`src/rtl/biu_master.sv`:
```
// Single-beat bus master: accepts one client read/write, arbitrates for the bus,
// runs address and wait phases, and returns data/error with a one-cycle biu_done pulse.
module biu_master #(
    parameter int ADDR_WIDTH = 32,
    parameter int DATA_WIDTH = 32,
    parameter int TIMEOUT    = 16,
    parameter int ALIGNED    = 1
) (
    input  logic                    clk,
    input  logic                    rst,
    input  logic                    biu_en,
    input  logic                    biu_rnw,
    input  logic [ADDR_WIDTH-1:0]   biu_address,
    input  logic [DATA_WIDTH-1:0]   biu_data_in,
    input  logic [DATA_WIDTH/8-1:0] biu_byte_en,
    output logic                    biu_ready,
    output logic [DATA_WIDTH-1:0]   biu_data_out,
    output logic                    biu_done,
    output logic                    biu_err,
    output logic                    bus_req,
    input  logic                    bus_gnt,
    output logic                    bus_valid,
    output logic                    bus_rnw,
    output logic [ADDR_WIDTH-1:0]   bus_address,
    output logic [DATA_WIDTH/8-1:0] bus_byte_en,
    output logic [DATA_WIDTH-1:0]   bus_data_out,
    output logic                    bus_data_oe,
    input  logic [DATA_WIDTH-1:0]   bus_data_in,
    input  logic                    bus_ack,
    input  logic                    bus_err
);

    localparam int BE_WIDTH = DATA_WIDTH / 8;
    localparam int CNT_W    = (TIMEOUT > 0) ? $clog2(TIMEOUT + 1) : 1;
    localparam logic [CNT_W-1:0]      TO_VAL     = CNT_W'(TIMEOUT);
    localparam logic [ADDR_WIDTH-1:0] ALIGN_MASK = ADDR_WIDTH'(BE_WIDTH - 1);

    typedef enum logic [2:0] {
        S_IDLE,
        S_REQ,
        S_ADDR,
        S_WAIT,
        S_RESP
    } state_t;

    state_t                  state_q, state_d;
    logic                    rnw_q, rnw_d;
    logic [ADDR_WIDTH-1:0]   addr_q, addr_d;
    logic [DATA_WIDTH-1:0]   wdata_q, wdata_d;
    logic [BE_WIDTH-1:0]     be_q, be_d;
    logic [DATA_WIDTH-1:0]   rdata_q, rdata_d;
    logic                    err_q, err_d;
    logic [CNT_W-1:0]        cnt_q, cnt_d;
    logic [CNT_W-1:0]        cnt_inc;
    logic                    misaligned;
    logic                    on_bus;

    assign cnt_inc    = cnt_q + 1'b1;
    assign misaligned = (ALIGNED != 0) && ((biu_address & ALIGN_MASK) != '0);

    always_ff @(posedge clk) begin
        if (rst) begin
            state_q <= S_IDLE;
            rnw_q   <= 1'b0;
            addr_q  <= '0;
            wdata_q <= '0;
            be_q    <= '0;
            rdata_q <= '0;
            err_q   <= 1'b0;
            cnt_q   <= '0;
        end else begin
            state_q <= state_d;
            rnw_q   <= rnw_d;
            addr_q  <= addr_d;
            wdata_q <= wdata_d;
            be_q    <= be_d;
            rdata_q <= rdata_d;
            err_q   <= err_d;
            cnt_q   <= cnt_d;
        end
    end

    always_comb begin
        state_d = state_q;
        rnw_d   = rnw_q;
        addr_d  = addr_q;
        wdata_d = wdata_q;
        be_d    = be_q;
        rdata_d = rdata_q;
        err_d   = err_q;
        cnt_d   = cnt_q;
        unique case (state_q)
            S_IDLE: begin
                if (biu_en) begin
                    rnw_d   = biu_rnw;
                    addr_d  = biu_address;
                    wdata_d = biu_data_in;
                    be_d    = biu_byte_en;
                    // Misaligned requests never touch the bus.
                    err_d   = misaligned;
                    state_d = misaligned ? S_RESP : S_REQ;
                end
            end
            S_REQ: begin
                if (bus_gnt) begin
                    state_d = S_ADDR;
                end
            end
            S_ADDR: begin
                cnt_d   = '0;
                state_d = S_WAIT;
            end
            S_WAIT: begin
                // An acknowledge beats a timeout expiring in the same cycle.
                if (bus_ack) begin
                    err_d   = bus_err;
                    state_d = S_RESP;
                    if (rnw_q) begin
                        rdata_d = bus_data_in;
                    end
                end else begin
                    cnt_d = cnt_inc;
                    if ((TIMEOUT != 0) && (cnt_inc == TO_VAL)) begin
                        err_d   = 1'b1;
                        state_d = S_RESP;
                        if (rnw_q) begin
                            rdata_d = '0;
                        end
                    end
                end
            end
            S_RESP: begin
                state_d = S_IDLE;
            end
            default: begin
                state_d = S_IDLE;
            end
        endcase
    end

    // Bus outputs are forced to zero when not owning the bus so they can be wire-ORed.
    assign on_bus       = (state_q == S_ADDR) || (state_q == S_WAIT);
    assign biu_ready    = (state_q == S_IDLE);
    assign biu_done     = (state_q == S_RESP);
    assign biu_err      = (state_q == S_RESP) && err_q;
    assign biu_data_out = rdata_q;
    assign bus_req      = (state_q == S_REQ) || on_bus;
    assign bus_valid    = (state_q == S_ADDR);
    assign bus_rnw      = on_bus && rnw_q;
    assign bus_address  = on_bus ? addr_q : '0;
    assign bus_byte_en  = on_bus ? (rnw_q ? {BE_WIDTH{1'b1}} : be_q) : '0;
    assign bus_data_oe  = on_bus && !rnw_q;
    assign bus_data_out = (on_bus && !rnw_q) ? wdata_q : '0;

endmodule
```
`config.mk`:
```
export PLATFORM = sky130hd
export DESIGN_NAME = biu_master
export DESIGN_NICKNAME = d
export VERILOG_FILES = /design/src/rtl/biu_master.sv
export SDC_FILE = /design/constraint.sdc
export NUM_CORES = 1
export LEC_CHECK = 0
export BUFFER_PORTS_ARGS = -buffer_cell sky130_fd_sc_hd__buf_2
export CAP_MARGIN = 5
export CORE_UTILIZATION = 48
export DETAILED_ROUTE_END_ITERATION = 16
export PLACE_DENSITY = 0.88
export SLEW_MARGIN = 30
export SYNTH_ARGS = -nofsm -noshare
export SYNTH_HDL_FRONTEND = slang
export SYNTH_SLANG_ARGS = --single-unit
```
`constraint.sdc`:
```
create_clock -name clk -period 1.6 [get_ports clk]
set_input_delay 0.32 -clock clk [delete_from_list [all_inputs] [get_ports clk]]
set_output_delay 0.32 -clock clk [all_outputs]
set_load 0.02 [all_outputs]
```
==> results of run 1 <==
## worst max-delay path, stage by stage, from the launching register on
cell     delay (ns)
dfxtp_4        0.36
buf_4          0.14
nor2b_4        0.14
buf_12         0.18
and2_1         0.19
buf_6          0.13
## final cells by class
| class | instances | area [um^2] |
|---|---|---|
| Fill cell | 747 | 2960 |
| Multi-Input combinational cell | 503 | 2875 |
| Sequential cell | 110 | 2212 |
| Timing Repair Buffer | 256 | 2012 |
| Tap cell | 136 | 170.2 |
| Clock buffer | 10 | 127.6 |
| Clock inverter | 6 | 51.30 |
| Inverter | 2 | 7.507 |
## metrics by stage
| stage | hold WS (ns) | TNS, ns | instances | utilization (%) |
|---|---|---|---|---|
| after CTS | 0.1289 | -13.87 | 1013 | 69.53 |
| after floorplan | 0.4317 | -0.1567 | 673 | - |
| after global routing | 0.1356 | -18.68 | 1023 | 71.58 |
| final | 0.1444 | -14.15 | 1023 | 71.58 |
| after detailed placement | 0.4420 | 0 | 991 | 62.39 |
| after global placement | 0.4374 | 0 | 991 | 62.39 |
## layout by cell type (no fill, tap or decap), drive strengths merged
cell	n
buf	256
nand2	175
dfxtp	110
a21oi	81
and2	66
o21ai	34
nand3b	34
nand3	33
nor3b	33
nor2	16
clkbuf	10
inv	6
nand2b	5
or3	4
nor3	3
nor2b	3
nand4b	3
nor4b	2
clkinv	2
and3	1
and4b	1
a41oi	1
a21boi	1
a221oi	1
a31oi	1
a22oi	1
a211o	1
o31a	1
o311ai	1
ha	1
## kinds of logic after synthesis
group           synth area share, %
simple gates                  38.38
compound gates                13.23
flops                         42.33
buf+inv                       5.820
fa+ha+maj                    0.2405
## how the worst min path moves through the flow
stage	startpoint	endpoint	slack, ns
after floorplan	wdata_q[10]$_SDFFE_PP0P_	wdata_q[10]$_SDFFE_PP0P_	0.43
after global placement	addr_q[17]$_SDFFE_PP0P_	addr_q[17]$_SDFFE_PP0P_	0.44
after detailed placement	addr_q[21]$_SDFFE_PP0P_	addr_q[21]$_SDFFE_PP0P_	0.44
after CTS	bus_data_in[19]	biu_data_out[19]$_SDFFE_PP0P_	0.13
after global routing	bus_data_in[20]	biu_data_out[20]$_SDFFE_PP0P_	0.14
final	bus_data_in[23]	biu_data_out[23]$_SDFFE_PP0P_	0.14
## registers in the layout, summed over array words and instances (netlist names)
name	cells
rnw_q	1
wdata_q	32
state_q	3
err_q	1
be_q	4
biu_data_out	32
cnt_q	5
addr_q	32
## power breakdown
part | leakage (nW) | internal, mW | switching (mW)
registers | 0.900 | 2.87 | 0.0737
clock network | 0.0936 | 0.598 | 1.01
logic | 2.36 | 0.365 | 0.454
total | 3.36 | 3.83 | 1.53
## repair_timing
action                     CTS  global route
setup endpoints to repair   75            80
cloned                       2             0
buffers inserted             4            10
pin swaps                   17             7
gates resized for setup    165            34
## layer usage
layer	global-route usage (%)	up-vias	share of wire, %
met5	0	-	0
met4	10.32	0	2.4
met3	5.641	32	6.9
met2	44.34	271	50
met1	32.31	2506	41
li1	-	2644	-
==> metrics.md, run 1 <==
| Metric | Value |
|---|---|
| CTS tree | `built` |
| Vias per Instance | `5.330` |
| Worst R2R Setup Slack | `0.01 ns` |
| Failing checks | `setup timing` |
| Initial antenna violation count | `0` |
| Total power | `5.364 mW` |
| Final Net Count | `990` |
| First-pass GRT wire length | `23800 um` |
| Dpl cell area | `0.006499 mm^2` |
| Gpl congestion | `0.8063` |
| Top cell type's share of synthesized area | `42.33%` |
| Die W | `106.1 um` |
| Worst path setup slack after routing | `-0.2423 ns` |
| Pins Over Slew Limit | `0` |
| Worst r2r dst | `addr_q[2]$_SDFFE_PP0P_` |
| DR iter-0 viols | `384` |
| Peak VDD IR | `0.0005392 V` |
| Clk slew on worst S/H paths | `0.11 ns` |
| H-tree levels | `3` |
| Die height | `106.1 um` |
| Place WS | `0.1365 ns` |
| Power density over the cells | `719.4 mW/mm^2` |
| # clock sinks | `110` |
| Most frequent cell after synthesis | `nand2_1` |
| Diodes inserted | `0` |
| Worst EP arrival | `1.52 ns` |
| Tot GR Track Use | `26.19%` |
| Clock skew | `0.01849 ns` |
| Layout area overhead | `43.31%` |
| Post-synth design cell area | `0.005202 mm^2` |
| Mapped Avg Cell Area | `7.730 um^2` |
| Final Hold Viols | `0` |
| Max Cap Viol | `0` |
| R2r startpoint | `state_q[0]$_SDFFE_PP0P_` |
| EDFF count, synth | `0` |
| Via Count | `5453` |
| Worst Setup EP | `bus_address[4]` |
| Number of global-route vias before repair | `4969` |
| Clock Tree Root | `clkbuf_8` |
| Layout cells sized above 1 | `37.88%` |
| Die area | `0.01126 mm^2` |
| Mapped Cells | `673` |
| Core Region | `0.01042 mm^2` |
| Post-synth top cells | `175 x nand2_1, 110 x dfxtp_1, 74 x a21oi_1` |
| Antenna Violating Nets Remaining | `0` |
| Final setup violation count | `74` |
| CP startpoint kind | `flip-flop` |
| Hold Crit Class | `in -> reg` |
| CP max FO | `33` |
| RSZ-0062 raised after global routing | `yes` |
| Final period util | `115.1%` |
| CTS Hold Bufs | `0` |
| Hold Path Depth | `3` |
| Critical path class | `reg -> out` |
| Worst-Skew Late Latency | `0.37 ns` |
| Relative slew margins | `76.39%` |
| Critical Path Start | `state_q[2]$_SDFFE_PP0P_` |
| Fmax | `0.5428 GHz` |
| WP data required | `1.28 ns` |
| Largest net degree at the start of global routing | `70` |
| Num ports | `214` |
| Worst Max-Slew Pin Slew | `0.3527 ns` |
| Final Critical Period | `1.842 ns` |
| Count of different cell masters after synthesis | `40` |
| Synth area leader | `dfxtp_1` |
| Crit. End Element | `primary output` |
| R2r worst-path depth | `6` |
| DR DRC count | `0` |
| Result of the run | `complete, but fails checks` |
| Aggregate global routing overflow | `0` |
| Initial Util | `49.95%` |
| Sequential fraction of the synthesis area | `42.33%` |
| Post-synth ARST share | `0%` |
| Top FF cell, synth | `dfxtp_1` |
| Leakage | `3.357 nW` |
| Detailed Place HPWL | `9535 um` |
| IO Port Bufs | `213` |
| CTS Buf Count | `9` |
| Final wirelength | `15550 um` |
| FP Rows | `37` |
| Design area | `0.007456 mm^2` |
| Clock tree buffer depth | `2` |
| Post-Syn Nets | `781` |
| YS warnings | `0` |
| WL/cell | `15.20 um` |
| TritonRoute pass-1 iters | `5` |
| #FFs+latches synth | `110` |
| Synth area leaders | `dfxtp_1 42%, nand2_1 13%, and2_1 7.9%` |
Power figures use the tool's default switching activity.
==> run 2: changes to the inputs <==
Settings changed: CORE_UTILIZATION 48 to 30, PLACE_DENSITY 0.88 to 0.62.
==> metrics.md, run 2 (synthesis results as in run 1) <==
| Metric | Value |
|---|---|
| CP max stage cell | `dfxtp_2 (was dfxtp_4)` |
| Failing checks | `setup timing (unchanged)` |
| Final wirelength | `17040 um (was 15550 um)` |
| CTS tree | `built (unchanged)` |
| Aggregate global routing overflow | `0 (unchanged)` |
| Final Hold Viols | `0 (unchanged)` |
| Worst-Skew Late Latency | `0.35 ns (was 0.37 ns)` |
| Design area | `0.008095 mm^2 (was 0.007456 mm^2)` |
| WL/cell | `15.20 um (about the same)` |
| Most frequent cells in the layout | `174 x nand2_1, 137 x buf_2, 106 x dfxtp_1, 81 x buf_6, 69 x a21oi_1 (was 174 x nand2_1, 137 x buf_2, 106 x dfxtp_1, 74 x a21oi_1, 66 x buf_6)` |
| Crit path top cell by count | `buf_6` |
| Relative slew margins | `75.47% (was 76.39%)` |
| Initial antenna violation count | `0 (unchanged)` |
| Tot GR Track Use | `17.21% (was 26.19%)` |
| Die W | `133.7 um (was 106.1 um)` |
| Gpl congestion | `0.7652 (was 0.8063)` |
| Number of global-route vias before repair | `4922 (was 4969)` |
| Detailed Place HPWL | `9814 um (was 9535 um)` |
| Die height | `133.7 um (was 106.1 um)` |
| Place WS | `0.04379 ns (was 0.1365 ns)` |
| Num ports | `214 (unchanged)` |
| TritonRoute pass-1 iters | `4 (was 5)` |
| Final setup violation count | `137 (was 74)` |
| Die area | `0.01787 mm^2 (was 0.01126 mm^2)` |
| Largest net degree at the start of global routing | `70 (unchanged)` |
| Final Critical Period | `1.777 ns (was 1.842 ns)` |
| Power density over the cells | `745.8 mW/mm^2 (was 719.4 mW/mm^2)` |
| Clock skew | `0.008413 ns (was 0.01849 ns)` |
| Non-filler cells in the finished layout | `1121 (was 1023)` |
| Worst Max-Slew Pin Slew | `0.3680 ns (was 0.3527 ns)` |
| Initial Util | `31.04% (was 49.95%)` |
| Placed Instances | `1075 (was 991)` |
| Clk slew on worst S/H paths | `0.08 ns (was 0.11 ns)` |
| Post-route setup TNS | `-16.31 ns (was -14.15 ns)` |
| CTS Buf Count | `9 (unchanged)` |
| Worst path setup slack after routing | `-0.1771 ns (was -0.2423 ns)` |
| Fillers | `1654 (was 747)` |
| Leakage | `3.560 nW (was 3.357 nW)` |
| Result of the run | `complete, but fails checks (unchanged)` |
| Leading cell type in the layout, fill and taps excluded | `nand2_1 (unchanged)` |
| CP startpoint kind | `flip-flop (unchanged)` |
| Critical path's top delay family | `buffers and inverters (unchanged)` |
| Layout cells sized above 1 | `43.40% (was 37.88%)` |
| Vias per Instance | `4.784 (was 5.330)` |
| Diodes inserted | `0 (unchanged)` |
| Via Count | `5363 (was 5453)` |
| Register area | `0.002212 mm^2 (unchanged)` |
| CP max FO | `8 (was 33)` |
| Peak VDD IR | `0.0004696 V (was 0.0005392 V)` |
| Multi-input gate area | `0.002985 mm^2 (was 0.002875 mm^2)` |
| RSZ-0062 raised after global routing | `yes (unchanged)` |
| First-pass GRT wire length | `24690 um (was 23800 um)` |
| Critical path class | `reg -> out (unchanged)` |
| Core Region | `0.01676 mm^2 (was 0.01042 mm^2)` |
| H-tree levels | `3 (unchanged)` |
| Clock Tree Root | `clkbuf_16 (was clkbuf_8)` |
| Fmax | `0.5627 GHz (was 0.5428 GHz)` |
| DR iter-0 viols | `227 (was 384)` |
| Layout area overhead | `55.60% (was 43.31%)` |
| Worst EP arrival | `1.46 ns (was 1.52 ns)` |
| CTS Hold Bufs | `0 (unchanged)` |
| Max Cap Viol | `0 (unchanged)` |
| Pins Over Slew Limit | `0 (unchanged)` |
| FP Rows | `47 (was 37)` |
| Worst-path cell chain | `buf_6, nor2b_4, buf_6, clkbuf_16, and2_4, buf_6 (was buf_4, nor2b_4, buf_12, and2_1, buf_6)` |
| IO Port Bufs | `213 (unchanged)` |
| Dpl cell area | `0.006651 mm^2 (was 0.006499 mm^2)` |
| Final period util | `111.1% (was 115.1%)` |
| Hold Crit Class | `in -> reg (unchanged)` |
| Final Net Count | `1004 (was 990)` |
| Crit. End Element | `primary output (unchanged)` |
| Antenna Violating Nets Remaining | `0 (unchanged)` |
| DR DRC count | `0 (unchanged)` |
| WP data required | `1.28 ns (about the same)` |
| Critical path buffers and inverters | `4 (was 3)` |
| # clock sinks | `110 (unchanged)` |
| CP max stage delay | `0.33 ns (was 0.36 ns)` |
| Clock tree buffer depth | `2 (unchanged)` |
[run 2: power by group]
group | internal, mW | leakage, nW | switching, mW | total, mW
sequential | 2.87 | 0.900 | 0.0777 | 2.94
combinational | 0.464 | 2.53 | 0.495 | 0.959
clock | 1.07 | 0.133 | 1.06 | 2.13
[run 2: layout make-up]
type | count | area share, %
clock inverter | 6 | 0.5873
timing repair buffer | 270 | 28.89
clock buffer | 10 | 2.828
sequential | 110 | 27.33
tap | 220 | 3.400
inverter | 2 | 0.09274
multi-input combinational | 503 | 36.88
[run 2: timing repair]
action                     CTS  global route
setup buffers               11             6
resized for setup          202            79
setup endpoints to repair   75           146
pin swaps                   22            38
cloned                       6             9
[run 2: per-layer routing]
metal,up-vias,part of all wire (%),global-route usage (%)
li1,2698,-,-
met1,2478,44,21.19
met2,167,49,29.05
met3,20,5.7,4.338
met4,0,1.7,5.934
met5,-,0,0
[run 2: worst min-delay path, cell delays in order]
cell	delay, ns
buf_2	0.08
nand2_1	0.04
nand3_1	0.06
[run 2: final timing paths]
path,from,slack [ns],depth (start not counted),endpoint
setup / recovery,state_q[2]$_SDFFE_PP0P_,-0.18,6,bus_address[12]
hold / removal,bus_data_in[16],0.17,3,biu_data_out[16]$_SDFFE_PP0P_
setup reg to reg,state_q[2]$_SDFFE_PP0P_,-0.14,8,wdata_q[9]$_SDFFE_PP0P_
hold reg to reg,addr_q[28]$_SDFFE_PP0P_,0.45,2,addr_q[28]$_SDFFE_PP0P_
[run 2: through the flow]
| step | utilization (%) | total power, mW | hold slack, ns |
|---|---|---|---|
| after floorplan | - | 3.420 | 0.4317 |
| after global placement | 39.69 | 3.704 | 0.4370 |
| after detailed placement | 39.69 | 3.711 | 0.4428 |
| after CTS | 45.89 | 5.987 | 0.1487 |
| after global routing | 48.30 | 6.312 | 0.1693 |
| final | 48.30 | 6.037 | 0.1697 |
==> run 3: changes to the inputs <==
Settings changed: MAX_ROUTING_LAYER set to met4.
==> metrics.md, run 3 (synthesis results as in run 1) <==
| Metric | Value |
|---|---|
| Worst-Skew Late Latency | `0.35 ns (about the same)` |
| CP max FO | `8 (unchanged)` |
| Tot GR Track Use | `17.71% (was 17.21%)` |
| Layout area overhead | `72.58% (was 55.60%)` |
| Clock tree buffer depth | `2 (unchanged)` |
| Die W | `133.7 um (unchanged)` |
| Num ports | `214 (unchanged)` |
| Die area | `0.01787 mm^2 (unchanged)` |
| H-tree levels | `3 (unchanged)` |
| Hold endpoint | `biu_data_out[26]$_SDFFE_PP0P_ (was biu_data_out[16]$_SDFFE_PP0P_)` |
| Met1 Resource Use GR | `21.49% (was 21.19%)` |
| Worst path setup slack after routing | `-0.1975 ns (was -0.1771 ns)` |
| Leakage | `3.991 nW (was 3.560 nW)` |
| Number of global-route vias before repair | `4925 (was 4922)` |
| RSZ-0062 raised after global routing | `yes (unchanged)` |
| First-pass GRT wire length | `24630 um (was 24690 um)` |
| Clock skew | `0.006379 ns (was 0.008413 ns)` |
| Final Critical Period | `1.797 ns (was 1.777 ns)` |
| Most frequent cells in the layout | `137 x buf_2, 109 x nand2_1, 106 x dfxtp_1, 93 x buf_6, 66 x and2_4 (was 174 x nand2_1, 137 x buf_2, 106 x dfxtp_1, 81 x buf_6, 69 x a21oi_1)` |
| Antenna Violating Nets Remaining | `0 (unchanged)` |
| Relative slew margins | `75.74% (was 75.47%)` |
| CTS Buf Count | `9 (unchanged)` |
| CTS tree | `built (unchanged)` |
| Gpl congestion | `0.7783 (was 0.7652)` |
| Gr busiest metal | `met2 (unchanged)` |
| Diodes inserted | `0 (unchanged)` |
| Final wirelength | `19440 um (was 17040 um)` |
| Grt met3 use | `3.767% (was 4.338%)` |
| Final Net Count | `1021 (was 1004)` |
| Worst Max-Slew Pin Slew | `0.3639 ns (was 0.3680 ns)` |
| Pins Over Slew Limit | `0 (unchanged)` |
| FP Rows | `47 (unchanged)` |
| WL/cell | `17.08 um (was 15.20 um)` |
| Failing checks | `setup timing (unchanged)` |
| DR DRC count | `0 (unchanged)` |
| WP data required | `1.28 ns (about the same)` |
| Final period util | `112.3% (was 111.1%)` |
| Final setup violation count | `139 (was 137)` |
| Clk slew on worst S/H paths | `0.08 ns (about the same)` |
| R2r worst-path depth | `8 (unchanged)` |
| # clock sinks | `110 (unchanged)` |
| Worst EP arrival | `1.48 ns (was 1.46 ns)` |
| Die height | `133.7 um (unchanged)` |
| Via Count | `5638 (was 5363)` |
| Detailed Place HPWL | `9814 um (unchanged)` |
| Leading cell type in the layout, fill and taps excluded | `buf_2 (was nand2_1)` |
| Aggregate global routing overflow | `0 (unchanged)` |
| Layout cells sized above 1 | `56.86% (was 43.40%)` |
| Clock Tree Root | `clkbuf_16 (unchanged)` |
| IO Port Bufs | `213 (unchanged)` |
| Hold_sp | `bus_data_in[26] (was bus_data_in[16])` |
| Initial antenna violation count | `0 (unchanged)` |
| DR iter-0 viols | `232 (was 227)` |
| CP startpoint kind | `flip-flop (unchanged)` |
| Initial Util | `31.04% (unchanged)` |
| Placed Instances | `1075 (unchanged)` |
| Total power | `6.510 mW (was 6.037 mW)` |
| Worst R2R Setup Slack | `-0.15 ns (was -0.14 ns)` |
| R2r startpoint | `state_q[2]$_SDFFE_PP0P_ (unchanged)` |
| Power density over the cells | `725.0 mW/mm^2 (was 745.8 mW/mm^2)` |
| Final design utilization | `53.57% (was 48.30%)` |
| Crit. End Element | `primary output (unchanged)` |
| TritonRoute pass-1 iters | `4 (unchanged)` |
| Final Hold Viols | `0 (unchanged)` |
| Largest net degree at the start of global routing | `70 (unchanged)` |
| Worst r2r dst | `addr_q[9]$_SDFFE_PP0P_ (was wdata_q[9]$_SDFFE_PP0P_)` |
| Hold Path Depth | `3 (unchanged)` |
| Fmax | `0.5563 GHz (was 0.5627 GHz)` |
| Critical path class | `reg -> out (unchanged)` |
| Vias per Instance | `4.954 (was 4.784)` |
| Core Region | `0.01676 mm^2 (unchanged)` |
| Place WS | `0.04379 ns (unchanged)` |
| M2 GR Usage | `29.08% (was 29.05%)` |
| Result of the run | `complete, but fails checks (unchanged)` |
| Hold Crit Class | `in -> reg (unchanged)` |
| Non-filler cells in the finished layout | `1138 (was 1121)` |
| Max Cap Viol | `0 (unchanged)` |
| Peak VDD IR | `0.0004767 V (was 0.0004696 V)` |
-- run 3: changes by cell type in the layout (fill, tap and decap cells not counted), sizes merged --
| cell | change |
|---|---|
| buf | +11 |
| clkbuf | +6 |
-- run 3: worst max path at each step --
stage	start	endpoint	slack, ns	cells after the start
2_1_floorplan	state_q[0]$_SDFFE_PP0P_	wdata_q[8]$_SDFFE_PP0P_	-0.02	7
3_3_place_gp	cnt_q[0]$_SDFFE_PP0P_	state_q[0]$_SDFFE_PP0P_	0.02	5
3_5_place_dp	cnt_q[0]$_SDFFE_PP0P_	state_q[0]$_SDFFE_PP0P_	0.04	5
4_1_cts	state_q[2]$_SDFFE_PP0P_	bus_address[26]	-0.21	6
5_1_grt	state_q[2]$_SDFFE_PP0P_	bus_address[10]	-0.26	6
6_report	state_q[2]$_SDFFE_PP0P_	bus_address[10]	-0.20	6
-- run 3: metrics by stage --
| step | setup TNS (ns) | cell area, um^2 | hold slack, ns |
|---|---|---|---|
| after detailed placement | 0 | 6651 | 0.4428 |
| final | -16.23 | 8979 | 0.1686 |
| after CTS | -20.77 | 7691 | 0.1487 |
| after global placement | 0 | 6651 | 0.4370 |
| after floorplan | -0.1567 | 5245 | 0.4317 |
| after global routing | -24.83 | 8979 | 0.1692 |
-- run 3: repair_timing --
action,CTS,global route
buffers inserted,11,14
pin swaps,22,122
gates cloned,6,18
setup endpoints to repair,75,146
endpoints found under the hold margin,0,0
resized for setup,202,254
hold buffers,0,0
-- run 3: critical path: stages (launching register included) --
cell	delay (ns)
dfxtp_2	0.33
buf_6	0.12
nor2b_4	0.12
buf_6	0.15
buf_16	0.14
and2_4	0.15
buf_6	0.11
-- run 3: metal layers --
| layer | routed length (um) | share of wire, % | vias up |
|---|---|---|---|
| li1 | - | - | 2736 |
| met1 | 8131 | 42 | 2645 |
| met4 | 492 | 2.5 | 0 |
| met2 | 9728 | 50 | 223 |
| met5 | 0 | 0 | - |
| met3 | 1090 | 5.6 | 34 |
-- run 3: power breakdown --
part	switching (mW)	internal [mW]	leakage, nW	total (mW)
Sequential	0.0872	2.87	0.900	2.95
Combinational	0.725	0.670	2.96	1.40
Clock	1.09	1.07	0.133	2.16
-- run 3: area by class of cell --
class | count | area (um^2)
clock inverters | 6 | 47.55
repair buffers | 287 | 2634
multi-input cells | 503 | 3573
fillers | 1521 | 7781
flip-flops and latches | 110 | 2212
clock buffers | 10 | 229.0
inverters | 2 | 7.507
well taps | 220 | 275.3
